--- config.mk ---
export PLATFORM = sky130hd
export DESIGN_NAME = fir_dac_tx_flat
export DESIGN_NICKNAME = d
export VERILOG_FILES = /design/src/rtl/fir_dac_tx_if.sv /design/src/rtl/fir_dac_tx.sv /design/src/flat_wrapper.sv
export SDC_FILE = /design/constraint.sdc
export NUM_CORES = 1
export LEC_CHECK = 0
export ABC_CLOCK_PERIOD_IN_PS = 1700
export CAP_MARGIN = 20
export CORE_MARGIN = 3
export CORE_UTILIZATION = 35
export DETAILED_ROUTE_END_ITERATION = 8
export RECOVER_POWER = 100
export REMOVE_ABC_BUFFERS = 1
export SETUP_SLACK_MARGIN = 0.5
export SYNTH_ARGS = -nofsm -noshare
export SYNTH_HDL_FRONTEND = slang
export SYNTH_SLANG_ARGS = --single-unit
--- constraint.sdc ---
create_clock -name clk -period 1.7 [get_ports clk]
set_clock_uncertainty 0.2 [all_clocks]
set_input_delay 0.255 -clock clk [delete_from_list [all_inputs] [get_ports clk]]
set_output_delay 0.255 -clock clk [all_outputs]
set_load 0.01 [all_outputs]
--- src/rtl/fir_dac_tx_if.sv ---
// Sample/serial bus between the FIR output stage and the DAC transmitter.
interface fir_dac_tx_if #(
    parameter int unsigned WIDTH = 16
);
    logic             sample;
    logic [WIDTH-1:0] dIn;
    logic             sclk;
    logic             sdata;
    logic             sync;
    logic             busy;
    logic             overrun;

    modport master (
        output sample,
        output dIn,
        input  sclk,
        input  sdata,
        input  sync,
        input  busy,
        input  overrun
    );

    modport slave (
        input  sample,
        input  dIn,
        output sclk,
        output sdata,
        output sync,
        output busy,
        output overrun
    );
endinterface

--- src/rtl/fir_dac_tx.sv ---
// Serial DAC transmitter: captures FIR output words into a one-entry hold
// buffer and shifts them out MSB-first with bit clock and frame sync.
module fir_dac_tx #(
    parameter int unsigned WIDTH = 16,
    parameter int unsigned DIV   = 1
) (
    input  logic        clk,
    input  logic        reset,
    fir_dac_tx_if.slave bus
);
    localparam int unsigned   PW      = $clog2(2 * DIV);
    localparam int unsigned   CW      = $clog2(WIDTH);
    localparam logic [PW-1:0] PH_LAST = PW'(2 * DIV - 1);
    localparam logic [PW-1:0] PH_HIGH = PW'(DIV);
    localparam logic [CW-1:0] CNT_TOP = CW'(WIDTH - 1);

    typedef enum logic {
        IDLE  = 1'b0,
        SHIFT = 1'b1
    } state_t;

    state_t            state,     state_n;
    logic [PW-1:0]     phase,     phase_n;
    logic [CW-1:0]     bit_cnt,   bit_cnt_n;
    logic [WIDTH-1:0]  shreg,     shreg_n;
    logic [WIDTH-1:0]  hold,      hold_n;
    logic              hold_full, hold_full_n;
    logic              drain;
    logic              shifting_n;
    logic              sclk_q,    sclk_n;
    logic              sdata_q,   sdata_n;
    logic              sync_q,    sync_n;
    logic              busy_q,    busy_n;
    logic              overrun_q, overrun_n;

    // State, datapath and output registers; reset wins over everything.
    always_ff @(posedge clk) begin
        if (reset) begin
            state     <= IDLE;
            phase     <= '0;
            bit_cnt   <= '0;
            shreg     <= '0;
            hold      <= '0;
            hold_full <= 1'b0;
            sclk_q    <= 1'b0;
            sdata_q   <= 1'b0;
            sync_q    <= 1'b0;
            busy_q    <= 1'b0;
            overrun_q <= 1'b0;
        end else begin
            state     <= state_n;
            phase     <= phase_n;
            bit_cnt   <= bit_cnt_n;
            shreg     <= shreg_n;
            hold      <= hold_n;
            hold_full <= hold_full_n;
            sclk_q    <= sclk_n;
            sdata_q   <= sdata_n;
            sync_q    <= sync_n;
            busy_q    <= busy_n;
            overrun_q <= overrun_n;
        end
    end

    // Next-state logic; outputs are derived from next state so the
    // registered pins line up with the cycle they describe.
    always_comb begin
        state_n     = state;
        phase_n     = phase;
        bit_cnt_n   = bit_cnt;
        shreg_n     = shreg;
        hold_n      = hold;
        hold_full_n = hold_full;
        drain       = 1'b0;

        case (state)
            IDLE: begin
                if (hold_full) begin
                    drain     = 1'b1;
                    shreg_n   = hold;
                    bit_cnt_n = CNT_TOP;
                    phase_n   = '0;
                    state_n   = SHIFT;
                end
            end
            SHIFT: begin
                if (phase == PH_LAST) begin
                    phase_n = '0;
                    if (bit_cnt != '0) begin
                        shreg_n   = {shreg[WIDTH-2:0], 1'b0};
                        bit_cnt_n = bit_cnt - CW'(1);
                    end else if (hold_full) begin
                        // Back-to-back frame: reload without an IDLE cycle.
                        drain     = 1'b1;
                        shreg_n   = hold;
                        bit_cnt_n = CNT_TOP;
                    end else begin
                        state_n = IDLE;
                    end
                end else begin
                    phase_n = phase + PW'(1);
                end
            end
            default: state_n = IDLE;
        endcase

        // A new sample always lands in hold; newest word wins.
        if (bus.sample) begin
            hold_n      = bus.dIn;
            hold_full_n = 1'b1;
        end else if (drain) begin
            hold_full_n = 1'b0;
        end

        overrun_n  = bus.sample && hold_full && !drain;
        shifting_n = (state_n == SHIFT);
        sclk_n     = shifting_n && (phase_n >= PH_HIGH);
        sdata_n    = shifting_n && shreg_n[WIDTH-1];
        sync_n     = shifting_n && (bit_cnt_n == CNT_TOP);
        busy_n     = shifting_n;
    end

    assign bus.sclk    = sclk_q;
    assign bus.sdata   = sdata_q;
    assign bus.sync    = sync_q;
    assign bus.busy    = busy_q;
    assign bus.overrun = overrun_q;
endmodule

--- src/flat_wrapper.sv ---
// flat-port wrapper written by rule: the top's interface ports become plain ports
module fir_dac_tx_flat 
#(
    parameter int unsigned WIDTH = 16,
    parameter int unsigned DIV   = 1
)
  (clk, reset, bus_sample, bus_dIn, bus_sclk, bus_sdata, bus_sync, bus_busy, bus_overrun);
  fir_dac_tx_if #(.WIDTH(WIDTH)) bus_i ();
  input  logic clk;
  input  logic reset;
  input wire logic [$bits(bus_i.sample)-1:0] bus_sample;
  input wire logic [$bits(bus_i.dIn)-1:0] bus_dIn;
  output wire logic [$bits(bus_i.sclk)-1:0] bus_sclk;
  output wire logic [$bits(bus_i.sdata)-1:0] bus_sdata;
  output wire logic [$bits(bus_i.sync)-1:0] bus_sync;
  output wire logic [$bits(bus_i.busy)-1:0] bus_busy;
  output wire logic [$bits(bus_i.overrun)-1:0] bus_overrun;
  assign bus_i.sample = bus_sample;
  assign bus_i.dIn = bus_dIn;
  assign bus_sclk = bus_i.sclk;
  assign bus_sdata = bus_i.sdata;
  assign bus_sync = bus_i.sync;
  assign bus_busy = bus_i.busy;
  assign bus_overrun = bus_i.overrun;
  fir_dac_tx #(.WIDTH(WIDTH), .DIV(DIV)) u_core (.clk(clk), .reset(reset), .bus(bus_i));
endmodule
# [After elaboration in Yosys (flattened, before gate mapping)]
# Index checks and enable logic that the tools add are counted.
[classes] add_sub_neg=2 magnitude_cmp=1 n_eq_ne=2 mux=20 bitwise=1 reduce_logical=8
[op_table] operator="$mux W16" n=3
[op_table] operator="$pmux W16 S2" n=1
[op_table] operator="$mux W4" n=3
[op_table] operator="$mux W1" n=9
[op_table] operator="$pmux W4 S2" n=1
[op_table] operator="$pmux W1 S2" n=3
[op_table] operator="$logic_and A1 B1 Y1" n=5
[op_table] operator="$eq A4 B4 Y1 const B" n=1
[op_table] operator="$reduce_bool A4 Y1" n=1
[op_table] operator="$sub A4 B1 Y4 const B" n=1
[op_table] operator="$ne A2 B1 Y1 const B" n=1
[op_table] operator="$reduce_bool A2 Y1" n=1
[op_table] operator="$add A1 B1 Y1 const B" n=1
[op_table] operator="$ge A1 B1 Y1 const B" n=1
[op_table] operator="$logic_not A1 Y1" n=1
[op_table] operator="$not A1 Y1" n=1
[word_totals] regBits=43 in_bits=19 elab_cells=45

# [Longest topological paths before layout]
# Gate-level depths: netlist (run 1).
[logic_depth] word_depth=6 ltp_mapped=7 ltp_nobuf=6

# [Worst setup path before layout (run 1)]
# OpenSTA, ideal clock, no wires.
[synth_path] kind="reg2reg" startpoint="register u_core.bit_cnt[2]" endpoint="register u_core.sync_q (netlist: u_core.bus.sync)" arrival_ps=1547 slack_ps=-164 stages_incl_launch_ff=6 n_path_buf=1 cell_sequence="dfxtp_1 buf_6 or4b_4 o21ai_1 or3b_1 and4b_1"
[synth_via] elab_chain_cells=6 word_cells_on_any_way=11 cone_classes="add/sub (1); eq/ne (1); mux (7); reduce/logical (2)"
[synth_lines] element="start, declared" line_no="fir_dac_tx.sv:24" source="logic [CW-1:0] bit_cnt, bit_cnt_n;"
[synth_lines] element="start signal, assigned" line_no="fir_dac_tx.sv:53" source="bit_cnt <= bit_cnt_n;"
[synth_lines] element="$sub A4 B1 Y4 (tied with other cells)" line_no="fir_dac_tx.sv:91" source="bit_cnt_n = bit_cnt - CW'(1);"
[synth_lines] element="$mux W4" line_no="fir_dac_tx.sv:89" source="if (bit_cnt != '0) begin"
[synth_lines] element="$mux W4" line_no="fir_dac_tx.sv:87" source="if (phase == PH_LAST) begin"
[synth_lines] element="$pmux W4 S2" line_no="fir_dac_tx.sv:76" source="case (state)"
[synth_lines] element="$eq A4 B4 Y1" line_no="fir_dac_tx.sv:119" source="sync_n = shifting_n && (bit_cnt_n == CNT_TOP);"
[synth_lines] element="$logic_and A1 B1 Y1 (*)" line_no="fir_dac_tx.sv:119"
[synth_lines] element="end signal, assigned" line_no="fir_dac_tx.sv:59" source="sync_q <= sync_n;"
[synth_lines] element="end, declared" line_no="fir_dac_tx.sv:32" source="logic sync_q, sync_n;"
# Every way passes the cells marked *; elsewhere a longest branch is shown, timed or not.
# A chain may end at the register's enable or synchronous reset.

# [Worst setup path after layout (run 1)]
[layout_path] startpoint="register u_core.bit_cnt[0]" endpoint="register u_core.sync_q (netlist: u_core.bus.sync)"
# Same word-level chain as after synthesis.

==> impl_metrics.csv, run 1 <==
group,metric,value,unit
floorplanning,dieWidth,75.6,µm
grt,grt_pass1_wl,5.93,mm
clocking,cts_max_level,2,
grt,overflow,0,
clocking,cts_buffers,5,
logic_synthesis,synthXorXnorAreaFrac,0.517,%
routing,viasPerCell,5.11,
floorplanning,rows,24,
sta,period_share,109,%
clocking,path_clk_slew,0.08,ns
logic_synthesis,synth_compound_area_share,15.7,%
worst_setup_path,crit_arrival,1.84,ns
logic_synthesis,synth_top_family_by_area,"simple AND/OR/NAND/NOR gates",
finish,nets,247,
worst_setup_path,cp_max_fo,4,
sta,setup_viol,19,
routing,vias,1432,
routing,drt_first_pass_iters,4,
sta,layout_setup_ws,-0.149,ns
logic_synthesis,synth_fa_ha_area_share,0.739,%
grt,grt_pass1_vias,1368,
sta,worst_pin_slew,0.374,ns
finish,finalInstanceArea,2370,µm²
worst_setup_path,cp-end-kind,"flop",
routing,ant_nets,0,
routing,wire_per_inst,13.3,µm
finish,fill_cells,429,
placement,placed_cell_area,2110,µm²
logic_synthesis,synth_area_leaders,"dfxtp_1 51%, mux2i_1 10%, a22oi_1 6.6%",
job,drv_cap,0,
finish,final_layout_size_suffix_gt1_share,26.8,%
placement,dp_hpwl,2.30,mm
pwr,power_density,933,nW/µm²
clocking,cts_sinks,43,
clocking,cts_tree,"built",
finish,area_delta_synth_final,39.7,%
grt,grt_max_degree,20,
logic_synthesis,synth_top_area_cell,"dfxtp_1",
sta,tns,-1.04,ns
logic_synthesis,synth_mux_area_share,10.0,%
logic_synthesis,syn_area_per_cell,9.31,µm²
floorplanning,die_h,75.6,µm
logic_synthesis,ys_ff_latch,43,
pwr,ir_worst_vdd,456,µV
grt,antenna_found_initial,0,
worst_setup_path,path_class,"flop to flop",
logic_synthesis,synth_cells,182,
finish,multi_input_area,865,µm²
placement,place_congestion,0.920,
clocking,clockRootBuffer,"clkbuf_8",
floorplanning,core-area,4500,µm²
sta,timing.slew.headroom,75.0,%
sta,finalHoldViolCount,0,
clocking,ctsLongestPathBuffers,2,
placement,io_buffers,23,
logic_synthesis,synth-simple-area-share,17.7,%
clocking,clkLatencyLatePin,0.29,ns
logic_synthesis,ys_seq_area_share,50.8,%
sta,period_minus_slack,1.85,ns
sta,maxSlewViolCount,0,
floorplanning,io_pins,24,
logic_synthesis,synth_top_area_share,50.8,%
logic_synthesis,yosys_warnings,0,
placement,post-place-ws,-0.163,ns
finish,seqCellArea,867,µm²
outcome,status,"finished, violations left",
sta,rsz0062_at_grt,"yes",
pwr,leakagePower,0.930,nW
routing,drtIter0Drc,49,
sta,fmax,541,MHz
worst_setup_path,crit_required,1.69,ns
routing,wirelength,3.73,mm
routing,drc_errors,0,
min_path,min_path_type,"flop to flop",
logic_synthesis,synthesis.area,1690,µm²
grt,grt_usage,13.6,%
outcome,violations,"negative setup slack",
worst_setup_path,critPathLaunchType,"flop",
sta,holdWs,0.258,ns
clocking,cts_hold_buf,0,
finish,antenna_cells,0,
floorplanning,initial_core_util,37.6,%
logic_synthesis,yosysUniqueCellTypes,33,
floorplanning,dieArea,5710,µm²
[area by class of cell]
| type | instances | share of cell area [%] |
|---|---|---|
| clock inverter | 1 | 0.370 |
| sequential | 43 | 36.6 |
| tap | 52 | 2.75 |
| multi-input combinational | 123 | 36.5 |
| timing repair buffer | 50 | 19.5 |
| inverter | 4 | 0.634 |
| clock buffer | 7 | 3.65 |
[critical path, stage by stage (launching register included)]
cell       delay, ns
dfxtp_2         0.34
inv_2           0.08
ha_4            0.14
or4b_4          0.49
a32oi_2         0.24
a2111oi_2       0.06
and4b_1         0.19
[state kept, by name, indices dropped and copies added, names as in the netlist]
name / flops
u_core.bit_cnt: 4
u_core.bus.busy: 1
u_core.bus.overrun: 1
u_core.bus.sclk: 1
u_core.bus.sdata: 1
u_core.bus.sync: 1
u_core.hold: 16
u_core.hold_full: 1
u_core.phase: 1
u_core.shreg: 16
[logic make-up (layout without fill, tap and decap cells)]
| kind of cell | count (synthesis) | after routing |
|---|---|---|
| AO/OA/AOI/OAI | 42 | 42 |
| XOR/XNOR | 1 | 1 |
| adder cells (fa/ha/maj) | 1 | 1 |
| buffers and inverters | 16 | 62 |
| flip-flops | 43 | 43 |
| multiplexers | 17 | 17 |
| AND/OR/NAND/NOR | 62 | 62 |
[power breakdown]
part / internal [W] / switching, W
clock network: 0.000333 / 0.000344
logic: 0.000239 / 0.000192
registers: 0.00106 / 0.0000387
total: 0.00163 / 0.000574
[metrics by stage]
step | std cells | total power, W | utilization (%)
3_5_place_dp | 266 | 0.00145 | 46.9
3_3_place_gp | 266 | 0.00145 | 46.9
4_1_cts | 274 | 0.00214 | 49.2
2_1_floorplan | 170 | 0.00126 | -
6_report | 280 | 0.00221 | 52.6
5_1_grt | 280 | 0.00231 | 52.6
[cell usage in the layout, fill, tap and decap left out, drive strengths merged, types with 2 or more instances in the layout]
| master | count |
|---|---|
| clkbuf | 12 |
| nor2b | 2 |
| inv | 4 |
| or4b | 2 |
| nor2 | 24 |
| buf | 27 |
| a21boi | 2 |
| a22oi | 15 |
| clkdlybuf4s50 | 18 |
| nand3 | 2 |
| a211oi | 2 |
| dfxtp | 43 |
| nor3 | 5 |
| mux2i | 17 |
| nand2 | 19 |
| a21oi | 20 |
[metal layers]
layer  global-route usage, %  share of wire (%)  vias to the layer above  routed length (µm)
met1                    16.9                 45                      654                1690
li1                        -                  -                      727                   -
met4                    7.77                3.3                        0                 122
met5                       0                  0                        -                   0
met3                    3.30                4.8                       13                 177
met2                    21.7                 47                       38                1730
[cells in the mapped netlist (all sizes together)]
cell,n
and4b,1
xor2,1
dfxtp,43
a21boi,2
ha,1
nor3b,1
or2,1
a22oi,15
a32oi,1
and2,1
nor2b,2
buf,6
mux2i,17
a211oi,2
nor2,24
nand2,19
nor4,1
or4b,2
nor3,5
inv,4
a2111oi,1
nand2b,1
nand3,2
or3b,1
o21ai,1
nand4bb,1
a21oi,20
clkbuf,6
[final timing paths]
path,from,to,slack [ns],depth (start not counted)
min,u_core.hold[3],u_core.shreg[3],0.26,2
max reg2reg,u_core.bit_cnt[0],u_core.bus.sync,-0.15,6
max,u_core.bit_cnt[0],u_core.bus.sync,-0.15,6
min reg2reg,u_core.hold[3],u_core.shreg[3],0.26,2
[repair_timing]
item	in CTS	in global routing
pin swaps	2	17
endpoints found under the setup margin	48	46
gates resized for setup	30	25
gates cloned	0	1
setup buffers	0	5
Note: power is estimated with default switching activity, not from simulation.
==> run 2: changes to the inputs <==
--- a/config.mk
+++ b/config.mk
@@ -10,6 +10,7 @@
 export CORE_MARGIN = 3
 export CORE_UTILIZATION = 35
 export DETAILED_ROUTE_END_ITERATION = 8
+export PLACE_DENSITY_LB_ADDON = 0.3
 export RECOVER_POWER = 100
 export REMOVE_ABC_BUFFERS = 1
 export SETUP_SLACK_MARGIN = 0.5
==> impl_metrics.csv, run 2 (synthesis gave the netlist of run 1 again) <==
group,metric,value,unit
finish,final_layout_size_suffix_gt1_share,36.2,%
worst_setup_path,crit_required,1.68,ns
sta,worst_pin_slew,0.748,ns
sta,finalHoldViolCount,0,
outcome,violations,"negative setup slack",
finish,area_delta_synth_final,46.9,%
placement,place_congestion,0.874,
floorplanning,dieArea,5710,µm²
placement,dp_cells,267,
finish,layout_commonest_cell,"dfxtp_1",
routing,viasPerCell,5.23,
finish,finalNonFillerCells,284,
clocking,clkLatencyLatePin,0.29,ns
routing,drtIter0Drc,46,
routing,wl_met1,1.83,mm
routing,dr_wl_met3,140,µm
worst_setup_path,rr_startpoint,"u_core.bit_cnt[2]",
job,drv_cap,0,
placement,io_buffers,23,
grt,grt_max_degree,24,
grt,grt_usage,15.6,%
finish,seqCellArea,868,µm²
clocking,cts_hold_buf,0,
sta,tns,-2.11,ns
sta,period_minus_slack,1.87,ns
worst_setup_path,critPathLaunchType,"flop",
finish,fin_util,55.3,%
routing,wire_per_inst,14.5,µm
floorplanning,io_pins,24,
clocking,cts_sinks,43,
sta,layout_setup_ws,-0.171,ns
pwr,power.switching,0.000593,W
placement,dp_hpwl,2.35,mm
pwr,swShare,26.9,%
worst_setup_path,crit_arrival,1.85,ns
routing,vias,1485,
floorplanning,die_h,75.6,µm
routing,dr_wl_met2,2.09,mm
finish,reg.largest.list,"u_core.hold (16), u_core.shreg (16), u_core.bit_cnt (4)",
finish,fill_cells,415,
routing,top_layer,"met4",
worst_setup_path,crit_end,"u_core.bus.sync",
pwr,p_total,0.00220,W
floorplanning,initial_core_util,37.6,%
routing,ant_nets,0,
routing,wirelength,4.12,mm
pwr,power_frac_clock,27.7,%
pwr,leakagePower,0.974,nW
finish,nets,253,
worst_setup_path,cp_max_fo,2,
worst_setup_path,r2r-end,"u_core.bus.sync",
sta,maxSlewViolCount,0,
finish,antenna_cells,0,
routing,drc_errors,0,
pwr,p_seq_share,50.0,%
worst_setup_path,crit_start,"u_core.bit_cnt[2]",
clocking,cts_max_level,2,
clocking,cts_buffers,5,
routing,drt_first_pass_iters,4,
worst_setup_path,rrSetupSlack,-0.17,ns
pwr,share_comb_of_total_power,22.3,%
finish,layout_common_cells,"39 x dfxtp_1, 23 x nor2_1, 23 x buf_4, 19 x nand2_1, 17 x mux2i_1",
outcome,status,"finished, violations left",
pwr,p_int,0.00161,W
sta,setup_viol,19,
floorplanning,dieWidth,75.6,µm
finish,multi_input_area,938,µm²
worst_setup_path,path_class,"flop to flop",
grt,grt_pass1_wl,6.72,mm
sta,rsz0062_at_grt,"yes",
floorplanning,rows,24,
clocking,path_clk_slew,0.08,ns
grt,grt_pass1_vias,1453,
pwr,power_density,886,nW/µm²
pwr,ir_worst_vdd,688,µV
sta,period_share,110,%
grt,antenna_found_initial,0,
worst_setup_path,reg2regPathDepth,4,
clocking,ctsLongestPathBuffers,2,
clocking,cts_tree,"built",
clocking,clockRootBuffer,"clkbuf_8",
sta,holdWs,0.257,ns
min_path,min_path_type,"flop to flop",
grt,overflow,0,
worst_setup_path,cp-end-kind,"flop",
sta,fmax,535,MHz
sta,timing.slew.headroom,50.1,%
floorplanning,core-area,4500,µm²
## run 2: changes by cell type in the layout (fill, tap and decap cells not counted), sizes merged
cell,before,now
buf,27,36
clkbuf,12,7
clkdlybuf4s50,18,16
clkinv,1,0
clkinvlp,0,1
dlygate4sd2,0,1
dlymetal6s2s,0,1
## run 2: repair_timing
item | CTS | global route
hold endpoints to repair | 0 | 0
pin swaps | 9 | 16
buffers inserted | 6 | 3
cloned | 2 | 0
gates resized for setup | 50 | 22
setup endpoints to repair | 42 | 39
## run 2: how the worst min path moves through the flow
| stage | end | cells past startpoint | start |
|---|---|---|---|
| finish | u_core.shreg[14] | 2 | u_core.hold[14] |
| global route | u_core.bus.sclk | 3 | reset |
| CTS | u_core.shreg[7] | 2 | u_core.hold[7] |
| detailed placement | u_core.shreg[7] | 2 | u_core.hold[7] |
| global placement | u_core.shreg[1] | 2 | u_core.hold[1] |
| floorplan | u_core.hold_full | 1 | reset |
## run 2: cell type report
class,instances,area share (%)
multi-input cells,123,37.7
flip-flops and latches,43,34.9
repair buffers,56,21.1
clock buffers,5,2.77
well taps,52,2.61
inverters,4,0.603
clock inverters,1,0.302
## run 2: worst max-delay path: stages (launching register included)
cell	delay, ns
dfxtp_2	0.33
or4b_4	0.55
o21ai_2	0.12
or3b_1	0.37
and4b_1	0.20
## run 2: metal layers
layer  up-vias  GRT usage [%]
met4         0           6.41
met5         -              0
met3         7           4.62
met2        29           25.9
met1       710           18.8
li1        739              -
## run 2: through the flow
stage	cell area (µm²)	setup WS, ns
finish	2490	-0.171
global route	2490	-0.208
detailed placement	2130	-0.217
floorplan	1630	-0.316
global placement	2130	-0.163
CTS	2420	-0.145
## run 2: power groups by stage
| stage | registers (W) | clock network [W] | logic, W |
|---|---|---|---|
| global route | 0.00111 | 0.000655 | 0.000537 |
| floorplan | 0.00112 | 0 | 0.000143 |
| global placement | 0.00112 | 0 | 0.000337 |
| finish | 0.00110 | 0.000611 | 0.000491 |
| detailed placement | 0.00112 | 0 | 0.000338 |
| CTS | 0.00110 | 0.000625 | 0.000461 |
